<file path="config.mk">
export PLATFORM = sky130hd
export DESIGN_NAME = rename_freelist
export DESIGN_NICKNAME = d
export VERILOG_FILES = /design/src/rtl/rename_freelist.sv
export SDC_FILE = /design/constraint.sdc
export NUM_CORES = 1
export LEC_CHECK = 0
export CELL_PAD_IN_SITES_DETAIL_PLACEMENT = 0
export CELL_PAD_IN_SITES_GLOBAL_PLACEMENT = 1
export CORE_ASPECT_RATIO = 1.1
export CORE_MARGIN = 3
export CORE_UTILIZATION = 49
export DETAILED_ROUTE_END_ITERATION = 16
export PLACE_DENSITY_LB_ADDON = 0.1
export SETUP_SLACK_MARGIN = 0.3
export SYNTH_ARGS = -nofsm -noshare
export SYNTH_HDL_FRONTEND = slang
export SYNTH_SLANG_ARGS = --single-unit
export TNS_END_PERCENT = 30
</file>
<file path="constraint.sdc">
create_clock -name clk -period 3.9 [get_ports clk]
set_input_delay 0.585 -clock clk [delete_from_list [all_inputs] [get_ports clk]]
set_output_delay 0.585 -clock clk [all_outputs]
set_load 0.02 [all_outputs]
</file>
<file path="src/rtl/rename_freelist.sv">
//------------------------------------------------------------------------------
// Module   : rename_freelist
// Purpose  : Physical-register free list for rename with flush rollback.
// Options  : FREELIST_DUP_CHECK_EN - is_free bitmap and sticky dup_err.
// Revision : 1.0 - initial release
//------------------------------------------------------------------------------
`default_nettype none

module rename_freelist #(
   parameter int NUM_PREG     = 64,
   parameter int NUM_AREG     = 32,
   parameter int ALLOC_WIDTH  = 2,
   parameter int COMMIT_WIDTH = 2,
   localparam int PREG_W      = $clog2(NUM_PREG),
   localparam int PTR_W       = PREG_W + 1,
   localparam int CNT_W       = $clog2(NUM_PREG + 1)
) (
   input  logic                           clk,
   input  logic                           resetn,
   input  logic                           alloc_valid,
   input  logic [ALLOC_WIDTH-1:0]         alloc_req,
   output logic                           alloc_ready,
   output logic [ALLOC_WIDTH*PREG_W-1:0]  alloc_preg,
   input  logic [COMMIT_WIDTH-1:0]        commit_valid,
   input  logic [COMMIT_WIDTH*PREG_W-1:0] commit_old_preg,
   input  logic                           flush,
   output logic [CNT_W-1:0]               free_count,
   output logic                           dup_err
);

   localparam int c_INIT_FREE = NUM_PREG - NUM_AREG;

   logic [PREG_W-1:0] r_fl [NUM_PREG];
   logic [PTR_W-1:0]  r_head;
   logic [PTR_W-1:0]  r_commitHead;
   logic [PTR_W-1:0]  r_tail;
   logic [CNT_W-1:0]  r_freeCount;

   logic [PTR_W-1:0]  w_allocOfs  [ALLOC_WIDTH];
   logic [PTR_W-1:0]  w_commitOfs [COMMIT_WIDTH];
   logic [PTR_W-1:0]  w_allocCnt;
   logic [PTR_W-1:0]  w_commitCnt;
   logic [PREG_W-1:0] w_allocId   [ALLOC_WIDTH];
   logic [PREG_W-1:0] w_relIdx    [COMMIT_WIDTH];
   logic              w_fire;
   logic [PTR_W-1:0]  w_headNext;
   logic [PTR_W-1:0]  w_commitHeadNext;
   logic [PTR_W-1:0]  w_tailNext;

   // Exclusive prefix popcounts give each valid slot its compacted offset.
   always_comb begin
      logic [PTR_W-1:0] acc;
      acc = '0;
      for (int i = 0; i < ALLOC_WIDTH; i++) begin
         w_allocOfs[i] = acc;
         acc = acc + PTR_W'(alloc_req[i]);
      end
      w_allocCnt = acc;
   end

   always_comb begin
      logic [PTR_W-1:0] acc;
      acc = '0;
      for (int j = 0; j < COMMIT_WIDTH; j++) begin
         w_commitOfs[j] = acc;
         acc = acc + PTR_W'(commit_valid[j]);
      end
      w_commitCnt = acc;
   end

   generate
      for (genvar i = 0; i < ALLOC_WIDTH; i++) begin : g_allocSlot
         logic [PTR_W-1:0] w_ptr;
         assign w_ptr        = r_head + w_allocOfs[i];
         assign w_allocId[i] = r_fl[w_ptr[PREG_W-1:0]];
         assign alloc_preg[i*PREG_W +: PREG_W] = w_allocId[i];
      end
      for (genvar j = 0; j < COMMIT_WIDTH; j++) begin : g_relSlot
         logic [PTR_W-1:0] w_ptr;
         assign w_ptr       = r_tail + w_commitOfs[j];
         assign w_relIdx[j] = w_ptr[PREG_W-1:0];
      end
   endgenerate

   assign alloc_ready      = !flush && (r_freeCount >= CNT_W'(w_allocCnt));
   assign w_fire           = alloc_valid && alloc_ready;
   assign w_commitHeadNext = r_commitHead + w_commitCnt;
   assign w_tailNext       = r_tail + w_commitCnt;
   // Flush rewinds to the committed point including this cycle's retirements.
   assign w_headNext       = flush  ? w_commitHeadNext :
                             w_fire ? r_head + w_allocCnt : r_head;
   assign free_count       = r_freeCount;

   always_ff @(posedge clk or negedge resetn) begin
      if (!resetn) begin
         for (int i = 0; i < NUM_PREG; i++)
            r_fl[i] <= (i < c_INIT_FREE) ? PREG_W'(NUM_AREG + i) : '0;
         r_head       <= '0;
         r_commitHead <= '0;
         r_tail       <= PTR_W'(c_INIT_FREE);
         r_freeCount  <= CNT_W'(c_INIT_FREE);
      end else begin
         for (int j = 0; j < COMMIT_WIDTH; j++)
            if (commit_valid[j])
               r_fl[w_relIdx[j]] <= commit_old_preg[j*PREG_W +: PREG_W];
         r_head       <= w_headNext;
         r_commitHead <= w_commitHeadNext;
         r_tail       <= w_tailNext;
         r_freeCount  <= CNT_W'(w_tailNext - w_headNext);
      end
   end

`ifdef FREELIST_DUP_CHECK_EN
   logic [NUM_PREG-1:0] r_isFree;
   logic [NUM_PREG-1:0] w_isFreeNext;
   logic                r_dupErr;
   logic                w_dup;

   always_comb begin
      logic [PTR_W-1:0]  specCnt;
      logic [PTR_W-1:0]  idx;
      logic [PREG_W-1:0] oldJ;
      w_isFreeNext = r_isFree;
      w_dup        = 1'b0;
      idx          = '0;
      oldJ         = '0;
      specCnt      = r_head - w_commitHeadNext;
      if (w_fire)
         for (int i = 0; i < ALLOC_WIDTH; i++)
            if (alloc_req[i]) w_isFreeNext[w_allocId[i]] = 1'b0;
      if (flush)
         for (int k = 0; k < NUM_PREG; k++) begin
            idx = w_commitHeadNext + PTR_W'(k);
            if (PTR_W'(k) < specCnt) w_isFreeNext[r_fl[idx[PREG_W-1:0]]] = 1'b1;
         end
      for (int j = 0; j < COMMIT_WIDTH; j++) begin
         oldJ = commit_old_preg[j*PREG_W +: PREG_W];
         if (commit_valid[j]) begin
            if (r_isFree[oldJ]) w_dup = 1'b1;
            for (int m = j + 1; m < COMMIT_WIDTH; m++)
               if (commit_valid[m] && commit_old_preg[m*PREG_W +: PREG_W] == oldJ)
                  w_dup = 1'b1;
            w_isFreeNext[oldJ] = 1'b1;
         end
      end
   end

   always_ff @(posedge clk or negedge resetn) begin
      if (!resetn) begin
         for (int i = 0; i < NUM_PREG; i++) r_isFree[i] <= (i >= NUM_AREG);
         r_dupErr <= 1'b0;
      end else begin
         r_isFree <= w_isFreeNext;
         r_dupErr <= r_dupErr | w_dup;
      end
   end

   assign dup_err = r_dupErr;
`else
   assign dup_err = 1'b0;
`endif

`ifndef SYNTHESIS
   always @(posedge clk)
      if (resetn) a_noOverflow: assert (r_freeCount <= CNT_W'(NUM_PREG));
`endif

endmodule

`default_nettype wire

</file>
==> results of run 1 <==
==> kinds of logic after synthesis <==
kind of cell	after synthesis
compound gates	166
xor+xnor	29
fa+ha+maj	24
buf+inv	207
flops	412
mux	918
other cells	1
simple gates	366
==> how the worst max path moves through the flow <==
stage,start,end,depth (start not counted)
after floorplan,r_head[1]$_DFF_PN0_,free_count[6]$_DFF_PN0_,16
after global placement,alloc_req[0],alloc_preg[7],9
after detailed placement,alloc_req[0],alloc_preg[7],9
after CTS,r_head[0]$_DFF_PN0_,alloc_preg[9],9
after global routing,r_head[0]$_DFF_PN0_,alloc_preg[9],9
final,r_head[0]$_DFF_PN0_,alloc_preg[9],8
==> repair_timing <==
| item | in CTS | in global routing |
|---|---|---|
| pin swaps | 16 | 22 |
| hold buffers | 0 | 0 |
| gates cloned | 6 | 1 |
| gates resized for setup | 104 | 27 |
| buffers inserted | 7 | 1 |
| endpoints found under the setup margin | 14 | 13 |
==> power breakdown <==
group,internal (mW),total (mW),switching (mW)
Combinational,9.04,17.0,7.94
Clock,2.70,4.66,1.96
Sequential,6.57,8.98,2.42
Total,18.3,30.6,12.3
==> layer usage <==
layer  vias up  part of all wire  wire length [um]
met4         8             0.056              5690
li1       8368                 -                 -
met2      1148              0.46             47400
met3       303             0.094              9610
met1     10600              0.39             39600
met5         -           0.00055                56
==> layout by cell type (no fill, tap or decap), types with 15 or more instances in the layout <==
cell type	synthesis	layout
mux2_2	578	577
dfrtp_1	298	295
mux4_2	231	231
buf_4	6	142
dfstp_2	114	114
mux2i_1	106	105
nand2_1	101	95
nor2_1	63	63
a21oi_1	58	56
nand4_1	54	54
o21ai_0	56	52
clkbuf_16	0	49
nor4_1	48	48
buf_12	0	28
inv_1	20	20
nor2_2	18	18
ha_1	20	18
nand3_1	21	17
a22oi_2	0	17
xnor2_1	17	15
clkbuf_1	119	15
buf_6	2	15
==> sequential cells by signal (all words and copies together), names as in the netlist <==
signal	count
r_head	7
r_tail	7
r_commitHead	7
r_fl	384
free_count	7
==> cell type report <==
type                            count  area share
Multi-Input combinational cell   1504       0.519
Inverter                           21     0.00247
Clock buffer                       67      0.0411
Sequential cell                   412       0.327
Antenna cell                        2    0.000157
Timing Repair Buffer              223      0.0726
Clock inverter                     22     0.00865
Tap cell                          736      0.0288
==> through the flow <==
stage | cell area (um^2) | power [mW] | hold slack, ps | worst slack (ps)
detailed placement | 29900 | 24.8 | 470 | -665
global placement | 29900 | 24.5 | 465 | -645
global route | 32000 | 31.8 | 53.2 | -164
finish | 32000 | 30.6 | 15.5 | -111
CTS | 31800 | 30.2 | 21.0 | -147
floorplan | 27700 | 18.4 | 289 | 344
==> flow_summary.toml, run 1 <==
[outcome]
status = "finished with violations"
violations = "setup timing"

[detailed_routing]
firstDrtPassIters = 7
wl_per_cell_um = 34.2
route.detailed.drc = 0
drtIter0Drc = 2071
postRouteAntennaNets = 0
drt-total-wl_mm = 102
vias = 20400
viasPerCell = 6.84

[worst_setup_path]
worstPathArrival_ps = 3430
endpoint_kind = "output port"
reg2reg_slack_ps = 580
r2r-end = "free_count[6]$_DFF_PN0_"
crit_chain = "ha_4, buf_12, buf_4, mux4_2, mux4_2, a22oi_2, nand2_2, buf_6"
slowest_stage = "mux4_2"
crit_top_cell = "mux4_2"
cp-start-kind = "flip-flop"
path_delay_family = "multiplexers"
r2r_start = "r_head[1]$_DFF_PN0_"
cp_num_buf_inv = 3
slowest_delay_ps = 570
crit_required_ps = 3310
critPathKind = "flip-flop to output port"
reg2reg_depth = 14
critPathMaxFanout = 7

[timing]
fin_crit_ps = 4010
rsz0062_at_grt = "yes"
slew_violations = 0
max_slew.worst_pin.slew_ps = 1140
tns_ps = -481
finalSetupViolCount = 6
final.setup.worst_slack_ps = -111
hold_viol = 0
min_period_over_period = 1.03
fmax_mhz = 249
fin_skew_ps = 18.6
slew_headroom = 0.238

[cts]
clk_transition_reported_paths_ps = 60
clock-root-buffer = "clkbuf_16"
cts_sinks = 412
clkLatencyLatePin_ps = 610
cts_buffer_depth = 3
cts_tree = "built"
cts_buffers = 48
htreeDepth = 2

[floorplanning]
io_pins = 41
die_height_um = 255
dieArea_um2 = 59400
initial_utilization = 0.500
num_rows = 90
core_area_um2 = 55400
die_w_um = 233

[power]
peakVddDrop_uv = 560
p_leak_nw = 13.1
p_per_area_nw_per_um2 = 958

[synth]
synth_seq_cells = 412
yosys-top-cells-count = "mux2_2, dfrtp_1, mux4_2, clkbuf_1, dfstp_2"
synth.top_cells.by_area = "dfrtp_1, mux2_2, mux4_2"
async_flop_share = 1.00
yosys_most_used_dff = "dfrtp_1"
synth_compound_area_frac = 0.0365
yosysWarnings = 0
synthAdderAreaFrac = 0.0119
syn-mean-instance-area_um2 = 13.0
muxShareOfSynthArea = 0.463
syn-cell-area_um2 = 27700
synth_top_family_by_area = "multiplexers"
synthCells = 2123
synth.net_count = 2167
synth.distinct_cells = 60
synth_top_area_share = 0.269
synth_simple_gate_area_frac = 0.0702
ys_seq_area_frac = 0.378
yosysTopAreaCell = "dfrtp_1"
synth_xor_area_frac = 0.00972
synth.most_common_cell = "mux2_2"
synth_edf_count = 0

[grt]
grt_busiest_layer = "met2"
grt_pass1_vias = 21000
grt_pass1_wl_mm = 149
antenna_found_initial = 3
grt_max_degree = 88
grt_overflow_total = 0
globalRouteMet1Util = 0.456
grtUsageTotal = 0.348
grt_util_met3 = 0.0795
grt_use_met2 = 0.549

[cells_and_area]
stdcell_count = 2987
seq_area_um2 = 10500
multiInputGateArea_um2 = 16600
post-route-util = 0.577
areaGrowthSynthToFinish_pct = 15.5
fill_cells = 4526
fin_nets = 2254
layout-drive-gt1-share = 0.574

[placement]
gp_congestion = 0.966
place_hpwl_mm = 69.4
placed_cells = 2881
port_buffers = 39

[hold_path]
hold_class = "input port to async pin"

[flow_run]
cap_violations = 0
Power figures use the tool's default switching activity.
==> inputs of run 2 (changes only) <==
--- a/config.mk
+++ b/config.mk
@@ -9,8 +9,10 @@
 export CELL_PAD_IN_SITES_GLOBAL_PLACEMENT = 1
 export CORE_ASPECT_RATIO = 1.1
 export CORE_MARGIN = 3
-export CORE_UTILIZATION = 49
+export CORE_UTILIZATION = 35
 export DETAILED_ROUTE_END_ITERATION = 16
+export GPL_TIMING_DRIVEN = 0
+export MAX_ROUTING_LAYER = met4
 export PLACE_DENSITY_LB_ADDON = 0.1
 export SETUP_SLACK_MARGIN = 0.3
 export SYNTH_ARGS = -nofsm -noshare
==> run 2 against run 1 <==
  * The flow still finishes with violations (setup timing)
  * Maximum frequency decreased by 3.9%
  * Sequential power fell by 9.0%
  * Combinational power grew 15%
  * Design area is 3.6% higher
  * Routed wire length is 23% higher
==> flow_summary.toml, run 2 (synthesized netlist as in run 1, its figures left out) <==
[outcome]
status = "finished with violations"
violations = "setup timing"

[floorplanning]
die_w_um = 274
core_area_um2 = 77900
num_rows = 107
io_pins = 41
dieArea_um2 = 82500
initial_utilization = 0.355
die_height_um = 301

[timing]
min_period_over_period = 1.07
hold_viol = 0
fmax_mhz = 240
slew_headroom = 0.166
finalSetupViolCount = 12
fin_skew_ps = 41.1
whs_ps = 473
max_slew.worst_pin.slew_ps = 1250
final.setup.worst_slack_ps = -275
slew_violations = 0
fin_crit_ps = 4170
rsz0062_at_grt = "yes"

[worst_setup_path]
critPathKind = "flip-flop to output port"
path_delay_family = "multiplexers"
crit_required_ps = 3310
crit_top_cell = "buf_12"
cp-start-kind = "flip-flop"
slowest_delay_ps = 600
cp_num_buf_inv = 5
worstPathArrival_ps = 3590
critPathMaxFanout = 6
slowest_stage = "mux4_2"
crit_chain = "ha_4, buf_8, buf_12, buf_12, buf_12, mux4_2, mux4_2, a22oi_2, nand2_2, buf_6"
endpoint_kind = "output port"

[placement]
place_hpwl_mm = 90.4
port_buffers = 27
gp_congestion = 0.987

[grt]
grt_overflow_total = 0
grt_pass1_wl_mm = 174
antenna_found_initial = 0
grt_pass1_vias = 21400
grt_max_degree = 109
grtUsageTotal = 0.313

[detailed_routing]
vias = 21100
postRouteAntennaNets = 0
firstDrtPassIters = 5
viasPerCell = 6.29
drtIter0Drc = 2228
route.detailed.drc = 0
wl_per_cell_um = 37.5
drt-total-wl_mm = 126

[power]
p_leak_nw = 13.2
switching_share = 0.423
p_int_mw = 19.1
power_mw = 33.1
peakVddDrop_uv = 781
clkPwrFrac = 0.160
power_frac_seq = 0.247
p_per_area_nw_per_um2 = 999
combinationalPowerShare = 0.593
switchingPower_mw = 14.0

[cells_and_area]
final_common_cell = "mux2_2"
fin_nets = 2320
layout-drive-gt1-share = 0.556
largest_register_ffs = 384
final_cell_mix = "mux2_2, dfrtp_1, mux4_2, dfstp_2, clkbuf_1"
areaGrowthSynthToFinish_pct = 19.6
regMostFlops = "r_fl"

[cts]
clkLatencyLatePin_ps = 630
cts_buffer_depth = 3
cts_tree = "built"
clk_transition_reported_paths_ps = 60
cts_sinks = 412
clock-root-buffer = "clkbuf_16"
htreeDepth = 2
cts_buffers = 52

[hold_path]
hold_class = "input port to async pin"

[flow_run]
cap_violations = 0
==> run 2: cell types whose count changed in the layout (fill, tap and decap cells not counted), sizes merged <==
| cell | delta |
|---|---|
| dlygate4sd2 | -1 |
| dlygate4sd3 | +1 |
| buf | -57 |
| bufbuf | -1 |
| clkdlybuf4s15 | +3 |
| clkinv | +1 |
| inv | -5 |
| bufinv | +1 |
| clkbuf | +129 |
==> run 2: per-stage QoR <==
step | utilization | TNS [ps] | worst slack (ps) | cells | area [um^2]
final | 0.425 | -2200 | -275 | 3357 | 33100
after global routing | 0.425 | -2640 | -302 | 3355 | 33100
after CTS | 0.420 | -2450 | -282 | 3340 | 32700
after detailed placement | 0.378 | -73940 | -2130 | 3193 | 29400
after global placement | 0.375 | -6599490 | -17490 | 3185 | 29200
after floorplan | - | 0 | 344 | 2123 | 27700
==> run 2: metal layers <==
| layer | GRT usage | vias to the layer above | wire length (um) | part of all wire |
|---|---|---|---|---|
| li1 | - | 8526 | - | - |
| met1 | 0.405 | 11400 | 51700 | 0.41 |
| met2 | 0.487 | 940 | 58800 | 0.47 |
| met3 | 0.0536 | 270 | 8590 | 0.068 |
| met4 | 0.135 | 0 | 6800 | 0.054 |
| met5 | - | - | 0 | 0 |
==> run 2: layout make-up <==
type                       instances  area, um^2
fill                            7311       44800
clock buffer                      79        1600
clock inverter                    19         265
buffer                           186        1380
inverter                          21        83.8
antenna                            2        5.00
tap                             1035        1290
multi-input combinational       1504       16800
sequential                       412       10500
timing repair buffer              99        1230
==> run 2: power groups by stage <==
stage | registers, mW | clock network, mW | logic, mW
after floorplan | 7.49 | 0 | 10.9
after global placement | 8.05 | 0 | 16.6
after detailed placement | 8.15 | 0 | 16.8
after CTS | 8.10 | 5.39 | 18.7
after global routing | 8.36 | 5.55 | 20.2
final | 8.17 | 5.30 | 19.6
==> run 2: final timing paths <==
check | slack (ps) | depth (start not counted) | end | from
setup / recovery | -270 | 10 | alloc_preg[7] | r_head[0]$_DFF_PN0_
hold / removal | 470 | 2 | r_head[6]$_DFF_PN0_ | resetn
setup reg to reg | 270 | 5 | r_fl[253]$_DFF_PN0_ | r_tail[0]$_DFF_PN0_
hold reg to reg | 480 | 1 | r_commitHead[6]$_DFF_PN0_ | r_commitHead[6]$_DFF_PN0_
max in group asynchronous | 1620 | 5 | r_fl[85]$_DFF_PN0_ | resetn
min in group clk | 480 | 1 | r_commitHead[6]$_DFF_PN0_ | r_commitHead[6]$_DFF_PN0_
==> run 2: what timing repair did <==
item,4_1_cts,5_1_grt
endpoints found under the setup margin,55,114
endpoints found under the hold margin,21,0
gates resized for setup,295,52
pin swaps,22,28
buffers inserted,42,12
hold buffers,1,0
cloned,6,2
==> inputs of run 3 (changes only) <==
--- a/config.mk
+++ b/config.mk
@@ -9,7 +9,7 @@
 export CELL_PAD_IN_SITES_GLOBAL_PLACEMENT = 1
 export CORE_ASPECT_RATIO = 1.1
 export CORE_MARGIN = 3
-export CORE_UTILIZATION = 35
+export CORE_UTILIZATION = 45
 export DETAILED_ROUTE_END_ITERATION = 16
 export GPL_TIMING_DRIVEN = 0
 export MAX_ROUTING_LAYER = met4
==> constraint.sdc (replaced) <==
create_clock -name clk -period 5 [get_ports clk]
set_input_delay 0.75 -clock clk [delete_from_list [all_inputs] [get_ports clk]]
set_output_delay 0.75 -clock clk [all_outputs]
set_load 0.02 [all_outputs]
==> run 3 against run 2 <==
  * Combinational power is 32% lower
  * The run now ends clean
  * Worst hold slack worse by 390 ps
  * Critical endpoint is now alloc_preg[3]
  * Clock power fell by 29%
  * Global-route usage rose by 5.3 points
==> flow_summary.toml, run 3 (synthesized netlist as in run 1, its figures left out) <==
[timing]
hold_viol = 0
fin_crit_ps = 4840
fin_skew_ps = 14.4
finalSetupViolCount = 0
slew_headroom = 0.0386
rsz0062_at_grt = "yes"
tns_ps = 0
slew_violations = 0
fmax_mhz = 207
whs_ps = 88.2
final.setup.worst_slack_ps = 159
max_slew.worst_pin.slew_ps = 1440
min_period_over_period = 0.968

[floorplanning]
die_height_um = 266
initial_utilization = 0.459
dieArea_um2 = 64500
die_w_um = 242
num_rows = 94
io_pins = 41
core_area_um2 = 60300

[cells_and_area]
regMostFlops = "r_fl"
fin_nets = 2255
final_cell_mix = "mux2_2, dfrtp_1, mux4_2, clkbuf_1, dfstp_2"
multiInputGateArea_um2 = 16400
fill_cells = 5334
final_common_cell = "mux2_2"
areaGrowthSynthToFinish_pct = 12.3
stdcell_count = 3071
largest_register_ffs = 384
seq_area_um2 = 10500
layout-drive-gt1-share = 0.502

[worst_setup_path]
critPathKind = "flip-flop to output port"
startpoint = "r_head[1]$_DFF_PN0_"
worstPathArrival_ps = 4090
critPathMaxFanout = 10
crit_required_ps = 4250
r2r_start = "r_head[1]$_DFF_PN0_"
cp-start-kind = "flip-flop"
endpoint_kind = "output port"

[detailed_routing]
postRouteAntennaNets = 0
firstDrtPassIters = 6
drtIter0Drc = 2422
viasPerCell = 6.80
wl_per_cell_um = 37.1
vias = 20900
route.detailed.drc = 0
drt-total-wl_mm = 114

[flow_run]
cap_violations = 0

[power]
switchingPower_mw = 9.99
p_per_area_nw_per_um2 = 754
p_int_mw = 13.4
peakVddDrop_uv = 406
switching_share = 0.426
combinationalPowerShare = 0.566
power_frac_seq = 0.272
power_mw = 23.4
clkPwrFrac = 0.161
p_leak_nw = 12.5

[cts]
cts_sinks = 412
clkLatencyLatePin_ps = 620
htreeDepth = 2
cts_buffers = 50
cts_tree = "built"
clock-root-buffer = "clkbuf_16"
clk_transition_reported_paths_ps = 50
cts_buffer_depth = 3
cts_hold_buf = 0

[placement]
gp_congestion = 1.02
place_hpwl_mm = 83.8
port_buffers = 27
placed_cells = 2973
place_ws_ps = -1160

[outcome]
status = "complete, no violations"

[hold_path]
hold_class = "input port to async pin"

[grt]
antenna_found_initial = 4
grt_pass1_vias = 21400
grt_max_degree = 109
grt_pass1_wl_mm = 162
grt_overflow_total = 0
grtUsageTotal = 0.366
-- run 3: cell count changes in the layout (fill, tap and decap cells not counted), sizes merged, moves of 2 or more --
| cell | before | now |
|---|---|---|
| clkinvlp | 3 | 1 |
| dlygate4sd2 | 0 | 9 |
| inv | 19 | 21 |
| clkinv | 12 | 10 |
| buf | 149 | 77 |
| clkdlybuf4s15 | 3 | 0 |
| clkdlybuf4s50 | 13 | 16 |
| bufinv | 6 | 4 |
-- run 3: critical path, stage by stage, from the launching register on --
cell and delay, ps:
dfrtp_1 530, buf_4 290, clkbuf_2 470, mux4_2 460, mux4_2 540, a22oi_1 300, nand3_1 270, clkdlybuf4s50_1 610
-- run 3: metrics by stage --
stage,util,instance area [um^2]
after floorplan,-,27700
after global routing,0.515,31100
after global placement,0.480,29000
after detailed placement,0.483,29100
after CTS,0.514,31000
final,0.515,31100
-- run 3: layer usage --
layer	GRT usage	up-vias	share of wire
met4	0.199	0	0.065
li1	-	8379	-
met3	0.0763	318	0.090
met2	0.564	1134	0.46
met1	0.455	11000	0.38
met5	-	-	0
-- run 3: final timing paths --
kind / endpoint / slack, ps / cells after the start
hold reg to reg: r_tail[6]$_DFF_PN0_ / 480 / 1
setup / recovery: alloc_preg[3] / 160 / 7
min in group clk: r_tail[6]$_DFF_PN0_ / 480 / 1
setup reg to reg: free_count[6]$_DFF_PN0_ / 480 / 16
max in group asynchronous: r_fl[211]$_DFF_PN0_ / 3500 / 3
hold / removal: free_count[6]$_DFF_PN0_ / 90 / 1
-- run 3: power by group through the flow --
| stage | Combinational, mW | Clock, mW | Sequential [mW] |
|---|---|---|---|
| 3_3_place_gp | 12.6 | 0 | 6.26 |
| 2_1_floorplan | 8.50 | 0 | 5.85 |
| 6_report | 13.3 | 3.78 | 6.38 |
| 4_1_cts | 12.9 | 3.81 | 6.32 |
| 3_5_place_dp | 12.7 | 0 | 6.36 |
| 5_1_grt | 13.7 | 3.95 | 6.53 |
-- run 3: layout make-up --
cell class | count | share of cell area
Buffer | 186 | 0.0325
Clock inverter | 15 | 0.00596
Timing Repair Buffer | 36 | 0.0139
Tap cell | 816 | 0.0329
Multi-Input combinational cell | 1504 | 0.528
Antenna cell | 3 | 0.000242
Sequential cell | 412 | 0.336
Inverter | 21 | 0.00254
Clock buffer | 78 | 0.0472
-- run 3: timing repair --
action,CTS,global route
endpoints found under the setup margin,16,12
resized for setup,91,16
cloned,0,0
buffers inserted,2,0
